### config.mk
export PLATFORM = sky130hd
export DESIGN_NAME = colour_cmd_parser_flat
export DESIGN_NICKNAME = d
export VERILOG_FILES = /design/src/rtl/colour_cmd_parser_pkg.sv /design/src/rtl/colour_cmd_parser_if.sv /design/src/rtl/colour_cmd_parser_timeout.sv /design/src/rtl/colour_cmd_parser.sv /design/src/flat_wrapper.sv
export SDC_FILE = /design/constraint.sdc
export NUM_CORES = 1
export LEC_CHECK = 0
export BUFFER_PORTS_ARGS = -buffer_cell sky130_fd_sc_hd__buf_2
export CORE_ASPECT_RATIO = 0.9
export CORE_MARGIN = 2
export CORE_UTILIZATION = 30
export CTS_CLUSTER_SIZE = 16
export DETAILED_ROUTE_END_ITERATION = 6
export PLACE_DENSITY = 0.48
export SYNTH_ARGS = -nofsm -noshare
export SYNTH_HDL_FRONTEND = slang
export SYNTH_HIERARCHICAL = 1
export SYNTH_SLANG_ARGS = --single-unit
### constraint.sdc
create_clock -name clk -period 4.7 [get_ports clk]
set_input_delay 0.235 -clock clk [delete_from_list [all_inputs] [get_ports clk]]
set_output_delay 0.235 -clock clk [all_outputs]
set_load 0.02 [all_outputs]
### src/rtl/colour_cmd_parser_pkg.sv
// Shared constants and helpers for the UART colour command parser:
// ASCII command characters, FSM/channel encodings and hex decoding.
package colour_cmd_pkg;

   localparam logic [7:0] CH_R         = 8'h72;
   localparam logic [7:0] CH_R_UC      = 8'h52;
   localparam logic [7:0] CH_G         = 8'h67;
   localparam logic [7:0] CH_G_UC      = 8'h47;
   localparam logic [7:0] CH_B         = 8'h62;
   localparam logic [7:0] CH_B_UC      = 8'h42;
   localparam logic [7:0] WS_CR        = 8'h0D;
   localparam logic [7:0] WS_LF        = 8'h0A;
   localparam logic [7:0] WS_SP        = 8'h20;
   localparam logic [7:0] CMD_DEFAULTS = 8'h21;
   localparam logic [7:0] ALIAS_W      = 8'h77;
   localparam logic [7:0] ALIAS_W_UC   = 8'h57;
   localparam logic [7:0] ALIAS_B      = 8'h62;
   localparam logic [7:0] ALIAS_B_UC   = 8'h42;

   localparam logic [1:0] ST_IDLE_ENC   = 2'd0;
   localparam logic [1:0] ST_DIGITS_ENC = 2'd1;
   localparam logic [1:0] ST_SLOT_ENC   = 2'd2;

   typedef enum logic [1:0] {
      ST_IDLE   = ST_IDLE_ENC,
      ST_DIGITS = ST_DIGITS_ENC,
      ST_SLOT   = ST_SLOT_ENC
   } state_t;

   localparam logic [1:0] CHAN_R    = 2'b00;
   localparam logic [1:0] CHAN_G    = 2'b01;
   localparam logic [1:0] CHAN_B    = 2'b10;
   localparam logic [1:0] CHAN_IDLE = 2'b11;

   // Returns {valid, nibble}; letters A-F / a-f share the same low bits.
   function automatic logic [4:0] ascii_hex_nibble(input logic [7:0] b);
      logic [4:0] result;
      result = 5'b0;
      if (b >= 8'h30 && b <= 8'h39) begin
         result = {1'b1, b[3:0]};
      end else if ((b >= 8'h41 && b <= 8'h46) || (b >= 8'h61 && b <= 8'h66)) begin
         result = {1'b1, b[3:0] + 4'd9};
      end
      return result;
   endfunction

endpackage

### src/rtl/colour_cmd_parser_if.sv
// UART receive byte stream as seen by the colour command parser.
interface colour_cmd_parser_if;
   logic [7:0] uart_data;
   logic       uart_data_valid;

   modport master (output uart_data, output uart_data_valid);
   modport slave  (input  uart_data, input  uart_data_valid);
endinterface

### src/rtl/colour_cmd_parser_timeout.sv
// Mid-command inactivity timer: pulses expire when the limit is reached in a
// cycle with no incoming byte. A limit of 0 disables it.
module cmd_timeout_counter #(
   parameter int unsigned TIMEOUT_CYCLES = 50000000
) (
   input  logic clk,
   input  logic reset,
   input  logic clear,
   input  logic enable,
   output logic expire
);

   localparam int unsigned LIMIT = (TIMEOUT_CYCLES > 0) ? TIMEOUT_CYCLES - 1 : 0;
   localparam int unsigned CNTW  = (LIMIT > 0) ? $clog2(LIMIT + 1) : 1;

   logic [CNTW-1:0] r_count;
   logic            w_atLimit;

   assign w_atLimit = (r_count == CNTW'(LIMIT));

   always_ff @(posedge clk) begin
      if (reset || clear || !enable || w_atLimit) begin
         r_count <= '0;
      end else begin
         r_count <= r_count + 1'b1;
      end
   end

   assign expire = (TIMEOUT_CYCLES != 0) && enable && !clear && w_atLimit;

endmodule

### src/rtl/colour_cmd_parser.sv
// UART-driven colour configuration engine: parses "<chan><hex><slot>" commands
// into a bank of RGB slot registers, pulsing cmd_done / cmd_error on completion.
module colour_cmd_parser
   import colour_cmd_pkg::*;
#(
   parameter int unsigned CW             = 4,
   parameter int unsigned NSLOTS         = 2,
   parameter int unsigned TIMEOUT_CYCLES = 50000000,
   parameter logic [NSLOTS*3*CW-1:0] DEFAULT_COLOURS = {12'h000, 12'h0FF}
) (
   input  logic                     clk,
   input  logic                     reset,
   colour_cmd_parser_if.slave       uart,
   output logic [1:0]               curr_channel,
   output logic [NSLOTS*3*CW-1:0]   slot_colours,
   output logic                     cmd_done,
   output logic                     cmd_error
);

   localparam int unsigned HD   = (CW + 3) / 4;
   localparam int unsigned ACCW = 4 * HD;
   localparam int unsigned DCW  = (HD > 1) ? $clog2(HD) : 1;
   localparam int unsigned OFFW = $clog2(NSLOTS * 3 * CW);
   localparam logic [ACCW-1:0] MAXV = ACCW'((64'd1 << CW) - 1);

   state_t                  r_state;
   logic [1:0]              r_currChannel;
   logic [NSLOTS*3*CW-1:0]  r_slots;
   logic                    r_cmdDone;
   logic                    r_cmdError;
   logic [ACCW-1:0]         r_acc;
   logic [DCW-1:0]          r_digitCount;

   logic            w_byteValid;
   logic [4:0]      w_hex;
   logic            w_slotOk;
   logic [2:0]      w_slotIdx;
   logic            w_slotInRange;
   logic [CW-1:0]   w_satVal;
   logic [OFFW-1:0] w_offset;
   logic            w_expire;
   logic            w_start;
   logic [1:0]      w_startChan;
   logic            w_reload;
   logic            w_digit;
   logic            w_commit;
   logic            w_abort;

   assign w_byteValid = uart.uart_data_valid &&
                        !(uart.uart_data == WS_SP || uart.uart_data == WS_CR ||
                          uart.uart_data == WS_LF);
   assign w_hex = ascii_hex_nibble(uart.uart_data);

   always_comb begin
      w_slotOk  = 1'b0;
      w_slotIdx = 3'd0;
      if (uart.uart_data[7:3] == 5'b00110) begin
         w_slotOk  = 1'b1;
         w_slotIdx = uart.uart_data[2:0];
      end else if (uart.uart_data == ALIAS_W || uart.uart_data == ALIAS_W_UC) begin
         w_slotOk  = 1'b1;
         w_slotIdx = 3'd0;
      end else if (uart.uart_data == ALIAS_B || uart.uart_data == ALIAS_B_UC) begin
         w_slotOk  = 1'b1;
         w_slotIdx = 3'd1;
      end
   end

   assign w_slotInRange = w_slotOk && ({1'b0, w_slotIdx} < 4'(NSLOTS));
   assign w_satVal      = (r_acc > MAXV) ? {CW{1'b1}} : r_acc[CW-1:0];
   assign w_offset      = OFFW'(int'(w_slotIdx) * 3 * CW + int'(r_currChannel) * CW);

   cmd_timeout_counter #(
      .TIMEOUT_CYCLES (TIMEOUT_CYCLES)
   ) u_timeout (
      .clk    (clk),
      .reset  (reset),
      .clear  (uart.uart_data_valid),
      .enable (r_state != ST_IDLE),
      .expire (w_expire)
   );

   // Decode what the current byte (or a timeout) means in the present state.
   always_comb begin
      w_start     = 1'b0;
      w_startChan = CHAN_IDLE;
      w_reload    = 1'b0;
      w_digit     = 1'b0;
      w_commit    = 1'b0;
      w_abort     = 1'b0;
      if (w_byteValid) begin
         case (r_state)
            ST_IDLE: begin
               case (uart.uart_data)
                  CH_R, CH_R_UC: begin w_start = 1'b1; w_startChan = CHAN_R; end
                  CH_G, CH_G_UC: begin w_start = 1'b1; w_startChan = CHAN_G; end
                  CH_B, CH_B_UC: begin w_start = 1'b1; w_startChan = CHAN_B; end
                  CMD_DEFAULTS:  w_reload = 1'b1;
                  default:       ;
               endcase
            end
            ST_DIGITS: begin
               w_digit = w_hex[4];
               w_abort = !w_hex[4];
            end
            ST_SLOT: begin
               w_commit = w_slotInRange;
               w_abort  = !w_slotInRange;
            end
            default: w_abort = 1'b1;
         endcase
      end else if (w_expire) begin
         w_abort = 1'b1;
      end
   end

   always_ff @(posedge clk) begin
      if (reset) begin
         r_state       <= ST_IDLE;
         r_currChannel <= CHAN_IDLE;
         r_slots       <= DEFAULT_COLOURS;
         r_cmdDone     <= 1'b0;
         r_cmdError    <= 1'b0;
         r_acc         <= '0;
         r_digitCount  <= '0;
      end else begin
         r_cmdDone  <= w_commit || w_reload;
         r_cmdError <= w_abort;
         if (w_start) begin
            r_state       <= ST_DIGITS;
            r_currChannel <= w_startChan;
            r_acc         <= '0;
            r_digitCount  <= '0;
         end
         if (w_reload) begin
            r_slots <= DEFAULT_COLOURS;
         end
         if (w_digit) begin
            r_acc <= (r_acc << 4) | ACCW'(w_hex[3:0]);
            if (r_digitCount == DCW'(HD - 1)) begin
               r_state <= ST_SLOT;
            end else begin
               r_digitCount <= r_digitCount + 1'b1;
            end
         end
         if (w_commit) begin
            r_slots[w_offset +: CW] <= w_satVal;
            r_currChannel           <= CHAN_IDLE;
            r_state                 <= ST_IDLE;
         end
         if (w_abort) begin
            r_currChannel <= CHAN_IDLE;
            r_state       <= ST_IDLE;
         end
      end
   end

   assign curr_channel = r_currChannel;
   assign slot_colours = r_slots;
   assign cmd_done     = r_cmdDone;
   assign cmd_error    = r_cmdError;

endmodule

### src/flat_wrapper.sv
// flat-port wrapper written by rule: the top's interface ports become plain ports
module colour_cmd_parser_flat import colour_cmd_pkg::*;
#(
   parameter int unsigned CW             = 4,
   parameter int unsigned NSLOTS         = 2,
   parameter int unsigned TIMEOUT_CYCLES = 50000000,
   parameter logic [NSLOTS*3*CW-1:0] DEFAULT_COLOURS = {12'h000, 12'h0FF}
)
  (clk, reset, curr_channel, slot_colours, cmd_done, cmd_error, uart_uart_data, uart_uart_data_valid);
  colour_cmd_parser_if uart_i ();
  input  logic clk;
  input  logic reset;
  output logic [1:0] curr_channel;
  output logic [NSLOTS*3*CW-1:0] slot_colours;
  output logic cmd_done;
  output logic cmd_error;
  input wire logic [$bits(uart_i.uart_data)-1:0] uart_uart_data;
  input wire logic [$bits(uart_i.uart_data_valid)-1:0] uart_uart_data_valid;
  assign uart_i.uart_data = uart_uart_data;
  assign uart_i.uart_data_valid = uart_uart_data_valid;
  colour_cmd_parser #(.CW(CW), .NSLOTS(NSLOTS), .TIMEOUT_CYCLES(TIMEOUT_CYCLES), .DEFAULT_COLOURS(DEFAULT_COLOURS)) u_core (.clk(clk), .reset(reset), .uart(uart_i), .curr_channel(curr_channel), .slot_colours(slot_colours), .cmd_done(cmd_done), .cmd_error(cmd_error));
endmodule
==> summary.txt <==
Outcome
  • Result of the run: finished clean

Global routing
  • Gr usage total: 0.142
  • Via count of the first global-routing pass: 2785
  • Largest net degree at the start of global routing: 29
  • Number of antenna violations at the first check in global routing: 1
  • First-pass GRT wire length: 13600 um
  • Leftover overflow at the end of global routing: 0

Drt
  • Average via count per standard cell: 4.88
  • Antenna viol nets, final: 0
  • TritonRoute pass-1 iters: 4
  • Initial DRC Count: 89
  • DRC violation count after routing: 0
  • WL per Instance: 14.0 um
  • Via count: 2759
  • Total wirelength of the detailed-routed design: 7880 um

Logic synthesis
  • Avg Cell Area, Syn: 9.08 um2
  • Share of flip-flops with an asynchronous set or reset after synthesis: 0
  • Yosys top cell area share: 0.365
  • Number of enable-type register cells in the synthesized netlist: 0
  • Sequential cell area fraction in the yosys report: 0.365
  • Combined area of all synthesized cells: 3350 um2
  • Cell variety after synth: 71
  • Top cells by area in the synthesized netlist: sky130_fd_sc_hd__dfxtp_1 (36%), sky130_fd_sc_hd__mux2i_1 (6.3%), sky130_fd_sc_hd__ha_1 (4.5%)
  • Count of mapped cells out of synthesis: 369
  • Post-Synthesis Net Count: 393
  • Dominant synthesized flop cell: sky130_fd_sc_hd__dfxtp_1
  • Largest area contributor in the synthesized netlist: sky130_fd_sc_hd__dfxtp_1
  • Yosys synthesis warning count: 6
  • Total of flip-flops plus latches after synthesis: 61

STA
  • Slew Viols, Final: 0
  • Total Negative Setup Slacks: 0 ps
  • Setup slack of the critical path after layout: 1050 ps
  • Final clock skew: 5.06 ps
  • Least-Margin Pin Slew: 853 ps
  • Tcrit/Tclk final: 0.777
  • Fmax: 274 MHz
  • Final setup violation count: 0
  • Hold violation count in the final report: 0
  • Headroom to the max-slew limit: 0.432
  • Setup repair after global routing missed its margin: false
  • Final Critical Period: 3650 ps

Floorplanning
  • Die Height: 104 um
  • Area of the core: 10900 um2
  • Count of boundary I/O pins: 39
  • Die span in x: 115 um
  • Die area: 12000 um2
  • Std-Cell Rows: 36
  • Starting utilization of the core area: 0.309

Setup path
  • Category of the worst setup path capture point: flip-flop
  • Largest delay contributor family on the critical path: simple AND/OR/NAND/NOR gates
  • Slowest stage cell on the critical path: sky130_fd_sc_hd__or4b_2
  • Register-to-register path setup slack: 1560 ps
  • Peak per-stage delay on the critical path: 660 ps
  • Critical path launch point type: primary input
  • List of cells traversed by the critical path: buf_2 > nand4bb_1 > or2_2 > o22ai_1 > ha_1 > inv_1 > fa_1 > xnor2_1 > xnor2_1 > ha_1 > nand2b_1 > or4b_2 > nor3_4 > mux2i_1
  • Category of the most critical setup path: in -> reg
  • Buf/Inv on CP: 2
  • Crit path required time: 4960 ps
  • Worst EP arrival: 3910 ps
  • Highest fanout seen on the critical path: 6

Clock tree
  • Worst-skew pair later-pin latency: 330 ps
  • Root buf cell: sky130_fd_sc_hd__clkbuf_16
  • Number of buffers on the longest clock path: 2
  • CTS clock-pin slew for the worst setup and hold paths: 50 ps
  • CTS HTree Levels: 3
  • TritonCTS buffer count: 9
  • Clock tree sinks: 61
  • # hold bufs at CTS: 0
  • Cts repair resizes: 0
  • Number of buffers inserted by post-CTS setup repair: 0
  • TritonCTS clock tree: built

Cells and area
  • Fraction of layout cells with a size suffix above 1: 0.214
  • Most frequent standard cell in the layout excluding fill and tap cells: sky130_fd_sc_hd__dfxtp_1
  • Most frequent cells in the layout: sky130_fd_sc_hd__dfxtp_1 (61), sky130_fd_sc_hd__nand2_1 (40), sky130_fd_sc_hd__buf_2 (38), sky130_fd_sc_hd__nor2_1 (33), sky130_fd_sc_hd__mux2i_1 (21)
  • Area delta synth->final: 19.4%
  • Cell area after layout: 4000 um2
  • Number of cells in the finished layout apart from fillers: 565
  • Final-stage net count: 431

Placement
  • Last weighted congestion value of the routability-driven placer: 0.833
  • Detailed placer's ending HPWL: 5790 um
  • Post-place setup slack: 707 ps
  • Placed cells: 548
  • Cell area after placement: 3650 um2
  • Number of I/O port buffers: 38

Power and ir drop
  • Power per standard cell area: 331 nW/um2
  • Total Power Consumption: 0.00133 W
  • Worst voltage drop across the vdd grid: 0.186 mV
  • Cell leakage power: 1.41 nW

Job
  • Number of maximum-capacitance constraint violations: 0

Hold path
  • Hold Crit Class: in -> reg
-- sequential cells by signal (all words and copies together) (netlist names) --
signal,count
u_core/r_acc,4
u_core/cmd_done,1
u_core/r_digitCount,1
u_core/r_state,2
u_core/u_timeout/r_count,26
u_core/slot_colours,24
u_core/curr_channel,2
u_core/cmd_error,1
-- metrics by stage --
step,util,hold slack (ps)
after global routing,0.368,277
after floorplan,-,312
final,0.368,268
after detailed placement,0.336,448
after CTS,0.368,275
after global placement,0.336,440
-- path summary, 6_finish.rpt --
kind | depth (start not counted) | to | startpoint
worst max-delay path | 14 | u_core/slot_colours[2] | uart_uart_data[6]
worst min-delay path | 3 | u_core/u_timeout/r_count[6] | uart_uart_data_valid
worst max register to register | 10 | u_core/slot_colours[2] | u_core/curr_channel[0]
worst min register to register | 2 | u_core/slot_colours[21] | u_core/slot_colours[21]
-- layer usage --
layer,global-route usage,vias to the layer above,share of wire
met4,0.0396,0,0.0074
met3,0.0460,6,0.044
met5,0,-,0
met2,0.227,40,0.46
met1,0.181,1305,0.49
li1,-,1408,-
-- final cells by class --
cell class / instances / area, um2
Fill cell: 1131 / 6860
Multi-Input combinational cell: 279 / 1980
Sequential cell: 61 / 1220
Clock buffer: 13 / 280
Timing Repair Buffer: 39 / 198
Tap cell: 152 / 190
Clock inverter: 3 / 65.1
Inverter: 17 / 63.8
Antenna cell: 1 / 2.50
-- where the power goes --
part           internal, W  leakage (nW)  switching [W]
registers         0.000518         0.492    0.000000386
logic            0.0000203         0.749      0.0000357
clock network     0.000521         0.172       0.000231
-- logic make-up after synthesis --
logic type,Yosys count,share of synthesized area
xor+xnor,17,0.0445
flops,61,0.365
fa+ha+maj,13,0.0508
mux,22,0.0661
simple gates,166,0.292
buf+inv,29,0.0444
compound gates,61,0.138
-- cell usage after synthesis (4+ instances only) --
library cell,n
sky130_fd_sc_hd__nor2b_1,4
sky130_fd_sc_hd__or3_1,6
sky130_fd_sc_hd__nand2_1,40
sky130_fd_sc_hd__nor2_1,33
sky130_fd_sc_hd__o21ai_0,7
sky130_fd_sc_hd__nand3_1,8
sky130_fd_sc_hd__a21oi_1,19
sky130_fd_sc_hd__or4_1,7
sky130_fd_sc_hd__o31ai_1,6
sky130_fd_sc_hd__nand4_1,4
sky130_fd_sc_hd__nor4_1,8
sky130_fd_sc_hd__dfxtp_1,61
sky130_fd_sc_hd__nand2b_1,10
sky130_fd_sc_hd__or2_2,6
sky130_fd_sc_hd__nor3b_1,4
sky130_fd_sc_hd__mux2i_1,21
sky130_fd_sc_hd__xnor2_1,14
sky130_fd_sc_hd__nor3_1,8
sky130_fd_sc_hd__ha_1,12
sky130_fd_sc_hd__clkbuf_1,4
sky130_fd_sc_hd__inv_1,17
-- worst min-delay path, delay by kind of cell --
| family | cells | cell delay, ps |
|---|---|---|
| and+or+nand+nor | 2 | 230 |
| buffers and inverters | 1 | 90 |
Power figures use the tool's default switching activity.
